--- src/rtl/batch_key_events.sv ---
// batch_key_events
// Multi-key front end for the clock's user buttons. Every channel
// synchronises its raw active-low pin, debounces it, and reports one-cycle
// press, release, long-press and auto-repeat events. Channels are
// replicated by generate and share nothing but clk and rst_n.
//
// Ports:
//   clk           system clock
//   rst_n         asynchronous active-low reset, clears every channel
//   keys          raw key pins, 0 = pressed, idle 1
//   repeat_en     per-key auto-repeat enable, synchronous to clk
//   key_state     debounced level, 1 = pressed
//   press_pulse   one-cycle pulse per accepted press
//   release_pulse one-cycle pulse per accepted release
//   long_pulse    one-cycle pulse once a press has lasted LONG_CYCLES
//   repeat_pulse  one-cycle pulse every REPEAT_CYCLES after the long point
//
// All outputs are registered. They are computed from the filtered level
// and its next value. This gives the same cycle timing as a delayed-level
// edge detector, but with no combinational path to the pins.
module batch_key_events #(
  parameter int NUM_KEYS        = 4,
  parameter int DEBOUNCE_CYCLES = 1000000,
  parameter int LONG_CYCLES     = 50000000,
  parameter int REPEAT_CYCLES   = 10000000
) (
  input  logic                clk,
  input  logic                rst_n,
  input  logic [NUM_KEYS-1:0] keys,
  input  logic [NUM_KEYS-1:0] repeat_en,
  output logic [NUM_KEYS-1:0] key_state,
  output logic [NUM_KEYS-1:0] press_pulse,
  output logic [NUM_KEYS-1:0] release_pulse,
  output logic [NUM_KEYS-1:0] long_pulse,
  output logic [NUM_KEYS-1:0] repeat_pulse
);

  localparam int DW = $clog2(DEBOUNCE_CYCLES + 1);
  localparam int HW = $clog2(LONG_CYCLES + 1);
  localparam int RW = $clog2(REPEAT_CYCLES + 1);

  localparam logic [DW-1:0] D_LAST = DW'(DEBOUNCE_CYCLES - 1);
  localparam logic [HW-1:0] H_LONG = HW'(LONG_CYCLES);
  localparam logic [HW-1:0] H_PRE  = HW'(LONG_CYCLES - 1);
  localparam logic [RW-1:0] R_LAST = RW'(REPEAT_CYCLES - 1);

  for (genvar g = 0; g < NUM_KEYS; g++) begin : g_key
    logic          sync1_r;
    logic          sync2_r;
    logic          filt_r;
    logic          filt_nxt_s;
    logic [DW-1:0] dcnt_r;
    logic [DW-1:0] dcnt_nxt_s;
    logic [HW-1:0] hcnt_r;
    logic [RW-1:0] rcnt_r;
    logic          rep_active_s;
    logic          state_r;
    logic          press_r;
    logic          release_r;
    logic          long_r;
    logic          repeat_r;

    // Debounce: accept the sampled level only after DEBOUNCE_CYCLES
    // consecutive disagreeing samples. Any agreement restarts the count.
    always_comb begin
      filt_nxt_s = filt_r;
      dcnt_nxt_s = '0;
      if (sync2_r == filt_r) begin
        dcnt_nxt_s = '0;
      end else if (dcnt_r == D_LAST) begin
        filt_nxt_s = sync2_r;
        dcnt_nxt_s = '0;
      end else begin
        dcnt_nxt_s = dcnt_r + DW'(1);
      end
    end

    // Repeat timing runs only once the hold timer has saturated at the
    // long point, the key is still down, and repeat is enabled.
    always_comb begin
      rep_active_s = ~filt_r & (hcnt_r == H_LONG) & repeat_en[g];
    end

    // Synchroniser, filtered level and debounce counter.
    always_ff @(posedge clk or negedge rst_n) begin
      if (!rst_n) begin
        sync1_r <= 1'b1;
        sync2_r <= 1'b1;
        filt_r  <= 1'b1;
        dcnt_r  <= '0;
      end else begin
        sync1_r <= keys[g];
        sync2_r <= sync1_r;
        filt_r  <= filt_nxt_s;
        dcnt_r  <= dcnt_nxt_s;
      end
    end

    // Hold and repeat counters. hcnt is zero in the press-pulse cycle and
    // reaches LONG_CYCLES in the long-pulse cycle, where it saturates.
    always_ff @(posedge clk or negedge rst_n) begin
      if (!rst_n) begin
        hcnt_r <= '0;
        rcnt_r <= '0;
      end else begin
        if (filt_r) begin
          hcnt_r <= '0;
        end else if (hcnt_r != H_LONG) begin
          hcnt_r <= hcnt_r + HW'(1);
        end else begin
          hcnt_r <= hcnt_r;
        end
        if (!rep_active_s) begin
          rcnt_r <= '0;
        end else if (rcnt_r == R_LAST) begin
          rcnt_r <= '0;
        end else begin
          rcnt_r <= rcnt_r + RW'(1);
        end
      end
    end

    // Registered event outputs. A filtered release landing on the same
    // edge suppresses long and repeat pulses, so those never coincide
    // with release_pulse.
    always_ff @(posedge clk or negedge rst_n) begin
      if (!rst_n) begin
        state_r   <= 1'b0;
        press_r   <= 1'b0;
        release_r <= 1'b0;
        long_r    <= 1'b0;
        repeat_r  <= 1'b0;
      end else begin
        state_r   <= ~filt_nxt_s;
        press_r   <= filt_r & ~filt_nxt_s;
        release_r <= ~filt_r & filt_nxt_s;
        long_r    <= ~filt_r & ~filt_nxt_s & (hcnt_r == H_PRE);
        repeat_r  <= rep_active_s & ~filt_nxt_s & (rcnt_r == R_LAST);
      end
    end

    assign key_state[g]     = state_r;
    assign press_pulse[g]   = press_r;
    assign release_pulse[g] = release_r;
    assign long_pulse[g]    = long_r;
    assign repeat_pulse[g]  = repeat_r;
  end

endmodule

--- config.mk ---
export PLATFORM = sky130hd
export DESIGN_NAME = batch_key_events
export DESIGN_NICKNAME = d
export VERILOG_FILES = /design/src/rtl/batch_key_events.sv
export SDC_FILE = /design/constraint.sdc
export NUM_CORES = 1
export LEC_CHECK = 0
export ABC_CLOCK_PERIOD_IN_PS = 2600
export CORE_ASPECT_RATIO = 2
export CORE_MARGIN = 8
export CORE_UTILIZATION = 50
export DETAILED_ROUTE_END_ITERATION = 10
export GPL_TIMING_DRIVEN = 1
export PLACE_DENSITY = 0.73
export SETUP_SLACK_MARGIN = 0.3
export SYNTH_ARGS = -nofsm -noshare
export SYNTH_HDL_FRONTEND = slang
export SYNTH_SLANG_ARGS = --single-unit
--- constraint.sdc ---
create_clock -name clk -period 2.6 [get_ports clk]
set_clock_uncertainty 0.15 [all_clocks]
set_input_delay 0.26 -clock clk [delete_from_list [all_inputs] [get_ports clk]]
set_output_delay 0.26 -clock clk [all_outputs]
set_load 0.05 [all_outputs]
==> impl_results.md <==
* Status: completed
* Clock Pin Slew Worst Setup and Hold Paths at 0.07 ns
* Critical Path RT at 2.93 ns
* Logic pwr share at 2.0%
* Max reg flops at 104
* Antenna cells at 0
* Mapped Area at 15080 um2
* Largest family of logic cells by synthesized area: simple AND/OR/NAND/NOR gates
* Layout area overhead at 15.55%
* DRT antenna net count at 0
* # IOs at 30
* Power density over the cells at 544.1 nW/um2
* Internal power at 7.463 mW
* Iter 0 DRT Violations at 594
* Number of synthesized register bits at 312
* Syn avg cell area at 9.671 um2
* Post-synthesis cell type count at 42
* FMAX at 402.9 MHz
* Clock buffer depth at 3
* Most flops, register: g_key.hcnt_r
* TritonCTS clock tree: done
* Synth Area in Simple Gates at 27.65%
* Clock sinks at 312
* GRT overflow at 0
* TritonCTS buffer count at 28
* WL final at 28.63 mm
* Leak Pwr at 7.126 nW
* Peak VDD IR at 0.0005174 V
* Die area at 36300 um2
* Max-slew violations at 0
* Adder-cell area share of the yosys netlist at 1.328%
* Vias per cell at 5.406
* CP startpoint kind: register
* Core footprint at 29950 um2
* DRC at 0
* Setup violators final at 0
* H-Tree Depth at 1
* Max capacitance violation total at 0
* Synth Area in Compound Gates at 1.195%
* Total power at 9.479 mW
* DRT Pass-1 Iters at 5
* Hold_ws at 0.1146 ns
* Synth Area in XOR/XNOR at 14.17%
* Crit share post-route at 95.47%
* Vias in the first global route at 10680
* Root Driver: clkbuf_16
* Drt wl/cell at 14.22 um
* Die height at 261.6 um
* Final core occ at 58.16%
* Number of cell rows at 90
* Largest net degree at the start of global routing at 76
* Hpwl dp at 18.26 mm
* Placed Cells incl. Taps at 1934
* Sequential area share after synthesis at 51.88%
* Worst EP arrival at 2.82 ns
* Clk pwr share at 46.3%
* Chip Width at 138.8 um
* Reg power frac at 51.7%
* Sw Ratio at 21.27%
* Global placer's final weighted congestion at 0.8184
* Overall global routing resource usage at 15.86%
* Worst-Skew Late Latency at 0.55 ns
* HP Class: input pin to async pin
* Setup crit end kind: register
* RSZ-0062 raised after global routing: yes
* Sw power at 2.016 mW
* Via count at 10890
* Largest regs: g_key.hcnt_r x104, g_key.rcnt_r x96, g_key.dcnt_r x80
* Crit Path Max Fanout at 6
* Synthesis Warnings at 0
* Classification of the worst setup path: register to register
* Actual slew at the worst max-slew pin at 0.6504 ns
* Mapped Cells at 1559
* Headroom to the max-slew limit at 56.24%
* Initial antenna violation count at 0
* Initial cell density of the core at 50.33%
* First-pass GRT wire length at 49.78 mm
* Post-synthesis mux area share at 0.5477%
* # port buffers at 29
* Layout fillers at 2500
* Final Hold Viols at 0
* Clock period minus worst slack at 2.482 ns
* Fraction of layout cells with a size suffix above 1 at 11.85%
* Fin nets at 1651
* Mapped Nets at 1585
* Final cell count without fillers at 2014
* Setup_tns at 0 ns
[area by class of cell]
| cell class | count | area, um2 | share of cell area, % |
|---|---|---|---|
| Timing Repair Buffer | 93 | 897.1 | 5.149 |
| Sequential cell | 312 | 7823 | 44.90 |
| Clock inverter | 18 | 216.5 | 1.242 |
| Tap cell | 368 | 460.4 | 2.643 |
| Clock buffer | 33 | 770.7 | 4.424 |
| Multi-Input combinational cell | 1146 | 7089 | 40.69 |
| Inverter | 44 | 165.2 | 0.9480 |
[worst paths after layout]
| path | slack (ns) | startpoint | cells past startpoint | end |
|---|---|---|---|---|
| max in group asynchronous | 1.33 | rst_n | 3 | g_key[3].sync2_r |
| worst max-delay path | 0.12 | g_key[2].hcnt_r[24] | 6 | g_key[2].rcnt_r[8] |
| worst min-delay path | 0.11 | rst_n | 2 | g_key[0].hcnt_r[15] |
| worst min register to register | 0.21 | g_key[3].sync1_r | 0 | g_key[3].sync2_r |
| min in group clk | 0.21 | g_key[3].sync1_r | 0 | g_key[3].sync2_r |
| worst max register to register | 0.12 | g_key[2].hcnt_r[24] | 6 | g_key[2].rcnt_r[8] |
[worst max-delay path: stages (launching register included)]
cell	delay, ns
dfrtp_1	0.37
nand4b_1	0.17
or4_4	0.50
or3_4	0.34
or4b_4	0.60
clkbuf_16	0.21
nor2_4	0.08
[per-stage QoR]
| step | worst slack [ns] | instance area (um2) |
|---|---|---|
| floorplan | 0.07259 | 15110 |
| global placement | 0.09857 | 15870 |
| detailed placement | 0.04537 | 15870 |
| CTS | 0.1132 | 17050 |
| global route | 0.08098 | 17420 |
| finish | 0.1177 | 17420 |
[cell usage in the layout (no fill, tap or decap), drive strengths merged, types with 4 or more instances in the layout]
cell / count
nor2b: 4
nor4b: 12
clkinvlp: 6
and3: 34
ha: 16
or3: 16
dfstp: 12
nand2: 103
nor4bb: 4
clkinv: 7
or4: 11
xor2: 132
a21oi: 20
xnor2: 112
and4: 20
clkbuf: 35
nand4: 66
bufinv: 4
nand2b: 7
nor4: 46
inv: 45
or4b: 6
nand3: 116
nor3: 54
clkdlybuf4s50: 28
dlygate4sd3: 5
dfrtp: 300
mux2i: 6
buf: 58
or2: 9
nor2: 310
nor3b: 7
and2: 5
o21ai: 13
[per-layer routing]
metal  up-vias  part of all wire [%]  global-route usage [%]
met3        45                   3.0                   1.990
met5         -                     0                       0
met1      5311                    46                   20.53
li1       5415                     -                       -
met4         0                   2.4                   5.704
met2       117                    48                   26.91
[power by group through the flow]
stage / Combinational, mW / Clock (mW) / Sequential [mW]
after floorplan: 0.0472 / 0 / 4.99
after global placement: 0.186 / 0 / 4.99
after detailed placement: 0.189 / 0 / 4.99
after CTS: 0.197 / 4.53 / 4.90
after global routing: 0.219 / 4.70 / 4.90
final: 0.186 / 4.39 / 4.90
[cell families (layout without fill, tap and decap cells)]
group / count (synthesis) / after routing
xor gates and xnor gates: 244 / 244
DFF: 312 / 312
and+or+nand+nor: 840 / 843
adders and majority gates: 16 / 16
AOI/OAI and AO/OA: 35 / 35
muxes: 8 / 8
buffers and inverters: 104 / 188
[synthesized netlist by cell type]
cell / number / share of area, %
nor4b_1: 12 / 0.70
nand3b_1: 3 / 0.15
inv_1: 44 / 1.1
or4b_2: 1 / 0.066
a21o_1: 1 / 0.050
nand3_1: 116 / 3.9
mux2i_1: 6 / 0.40
nand4bb_1: 1 / 0.075
nor4bb_1: 4 / 0.27
and3_1: 34 / 1.4
dfrtp_1: 300 / 50
nand2_1: 103 / 2.6
dfstp_2: 12 / 2.1
nand2b_1: 7 / 0.29
mux2_2: 2 / 0.15
buf_2: 4 / 0.13
nor2b_1: 4 / 0.17
or3_1: 16 / 0.66
buf_4: 20 / 1.0
or3b_2: 3 / 0.17
clkbuf_1: 31 / 0.77
and2_1: 5 / 0.21
xor2_1: 132 / 7.7
nor4_1: 46 / 1.9
and3b_1: 3 / 0.17
ha_1: 16 / 1.3
nor3_1: 54 / 1.8
nand4_1: 66 / 2.7
or2_2: 7 / 0.29
nor3b_1: 7 / 0.35
nor2_1: 310 / 7.7
and4_1: 20 / 1.2
or4b_1: 2 / 0.13
a21oi_1: 20 / 0.66
xnor2_1: 112 / 6.5
o21ai_0: 13 / 0.43
or2_0: 2 / 0.083
or4_1: 11 / 0.55
buf_1: 3 / 0.075
nand4b_1: 3 / 0.17
buf_6: 2 / 0.15
o31ai_1: 1 / 0.050
[what timing repair did]
action                                  CTS  global route
endpoints found under the setup margin   96           101
pin swaps                                 6            35
hold buffers                              5             0
endpoints found under the hold margin    96             0
cloned                                    3             4
buffers inserted                          6            11
resized for setup                        18            64
Note: power is estimated with default switching activity, not from simulation.
==> RTL edit (same flow settings) <==
Change the parameter `NUM_KEYS` from 4 to 6.
--- a/src/rtl/batch_key_events.sv
+++ b/src/rtl/batch_key_events.sv
@@ -19,7 +19,7 @@
 // and its next value. This gives the same cycle timing as a delayed-level
 // edge detector, but with no combinational path to the pins.
 module batch_key_events #(
-  parameter int NUM_KEYS        = 4,
+  parameter int NUM_KEYS        = 6,
   parameter int DEBOUNCE_CYCLES = 1000000,
   parameter int LONG_CYCLES     = 50000000,
   parameter int REPEAT_CYCLES   = 10000000
Ports: changed (7 resized); port bits go from 30 to 44. No check against the original RTL was run, so the function may have changed too.
==> RTL edit against the unedited design <==
Non-clock buffer count rose by 15; final area up 47%; sequential cell count rose by 156; highest routed layer unchanged; power is 51% higher; routed wire length up 60%; setup slack improved by 100 ps; first-iteration DRC count is 29% higher; die area up 45%; utilization down 1.2 points; hold slack got worse by 37 ps; synthesized area grew 50%; sequential share of layout area is 1.0 points higher.
==> RTL edit: results <==
{
  "nNetsFinal": 2392,
  "critical_path_peak_fanout": 8,
  "clock_path_buffers": 3,
  "clkCellAreaFrac_pct": 5.86,
  "synthTopCellsByArea": "dfrtp_1 (50%), xor2_1 (8.3%), nor2_1 (7.5%), xnor2_1 (6.2%), nand3_1 (3.7%)",
  "via_per_inst": 5.55,
  "synth_fa_ha_area_share_pct": 1.33,
  "drt-total-wl_um": 45700,
  "status": "finished, final reports clean",
  "hold_slack_ps": 78.0,
  "cts-htree-levels": 2,
  "p_leak_nw": 10.7,
  "buf_share_pct": 4.14,
  "drive_gt1_share_pct": 9.04,
  "num-clock-buffers": 61,
  "avgSynthCellArea_sq_um": 9.89,
  "vias": 16400,
  "irDropWorstVdd_v": 0.000621,
  "fill_cells": 3778,
  "synth_nets": 2321,
  "dpl.hpwl_um": 31100,
  "endpoint": "g_key[4].rcnt_r[11]$_DFF_PN0_",
  "nMultiInputCombCells": 1678,
  "area_growth_pct": 13.2,
  "worst_slew_pin_slew_ps": 766,
  "arrival_ps": 2710,
  "layout_setup_ws_ps": 221,
  "seq_cells": 468,
  "gp_congestion": 0.864,
  "drtIter0Drc": 766,
  "sh_seq_area_pct": 45.9,
  "reg2reg_from": "g_key[4].hcnt_r[9]$_DFFE_PN0P_",
  "ys_top_cells_by_count": "dfrtp_1 (450), nor2_1 (450), xor2_1 (215), nand3_1 (166), xnor2_1 (159)",
  "worst_path_largest_cell_delay_ps": 680,
  "numCtsBuffers": 43,
  "placed_area_sq_um": 23700,
  "reg2reg_depth": 5,
  "synthMuxAreaShare_pct": 0.643,
  "grt_max_degree": 77,
  "synthXorXnorAreaFrac_pct": 14.5,
  "io_buffers": 43,
  "antenna_found_initial": 0,
  "grt_pass1_vias": 17200,
  "reg.largest.list": "g_key.hcnt_r (156), g_key.rcnt_r (144), g_key.dcnt_r (120)",
  "crit_slowest_cell": "or4b_4",
  "yosysSeqAreaShare_pct": 52.0,
  "signal_buffers": 108,
  "synth_compound_area_share_pct": 0.837,
  "post-place-cells": 2851,
  "grt_usage_pct": 17.4,
  "inverters": 55,
  "grt_pass1_wl_um": 79300,
  "pre_cts_ws_ps": 124,
  "ys_types": 49,
  "multi_input_area_share_pct": 40.5
}
RTL edit: cell types whose count changed after synthesis, moves of 24 or more:
cell / before / now
dfrtp_1: 300 / 450
nor2_1: 310 / 450
xor2_1: 132 / 215
nand3_1: 116 / 166
nand4_1: 66 / 115
xnor2_1: 112 / 159
and3_1: 34 / 61
nand2_1: 103 / 127
RTL edit: worst min-delay path by stage:
| stage | startpoint | cells past startpoint | end |
|---|---|---|---|
| floorplan | rst_n | 0 | g_key[0].dcnt_r[0]$_DFF_PN0_ |
| global placement | rst_n | 1 | g_key[4].state_r$_DFF_PN0_ |
| detailed placement | rst_n | 1 | g_key[4].release_r$_DFF_PN0_ |
| CTS | rst_n | 2 | g_key[4].hcnt_r[7]$_DFFE_PN0P_ |
| global route | rst_n | 2 | g_key[4].hcnt_r[7]$_DFFE_PN0P_ |
| finish | rst_n | 2 | g_key[4].hcnt_r[7]$_DFFE_PN0P_ |
RTL edit: timing repair:
action                                  4_1_cts  5_1_grt
gates cloned                                  2        2
gates resized for setup                       8       22
endpoints found under the hold margin       293        0
setup buffers                                 0        7
pin swaps                                     1       19
hold buffers                                  7        0
endpoints found under the setup margin       57      175
RTL edit: worst register-to-register path: cells and delay by family, from the launching register on:
kind | cells | cell delay [ps]
AND/OR/NAND/NOR | 5 | 1760
flip-flops | 1 | 400
RTL edit: metal layers:
metal / track usage [%] / up-vias / routed length (um)
li1: - / 7891 / -
met1: 18.7 / 8158 / 17900
met2: 33.9 / 219 / 25400
met3: 2.31 / 95 / 1130
met4: 6.93 / 0 / 1260
met5: 0 / - / 0
RTL edit: report_power, final:
part	internal, mW	switching, mW	total [mW]
combinational	0.0862	0.198	0.284
clock	3.84	2.84	6.68
sequential	7.32	0.0314	7.35
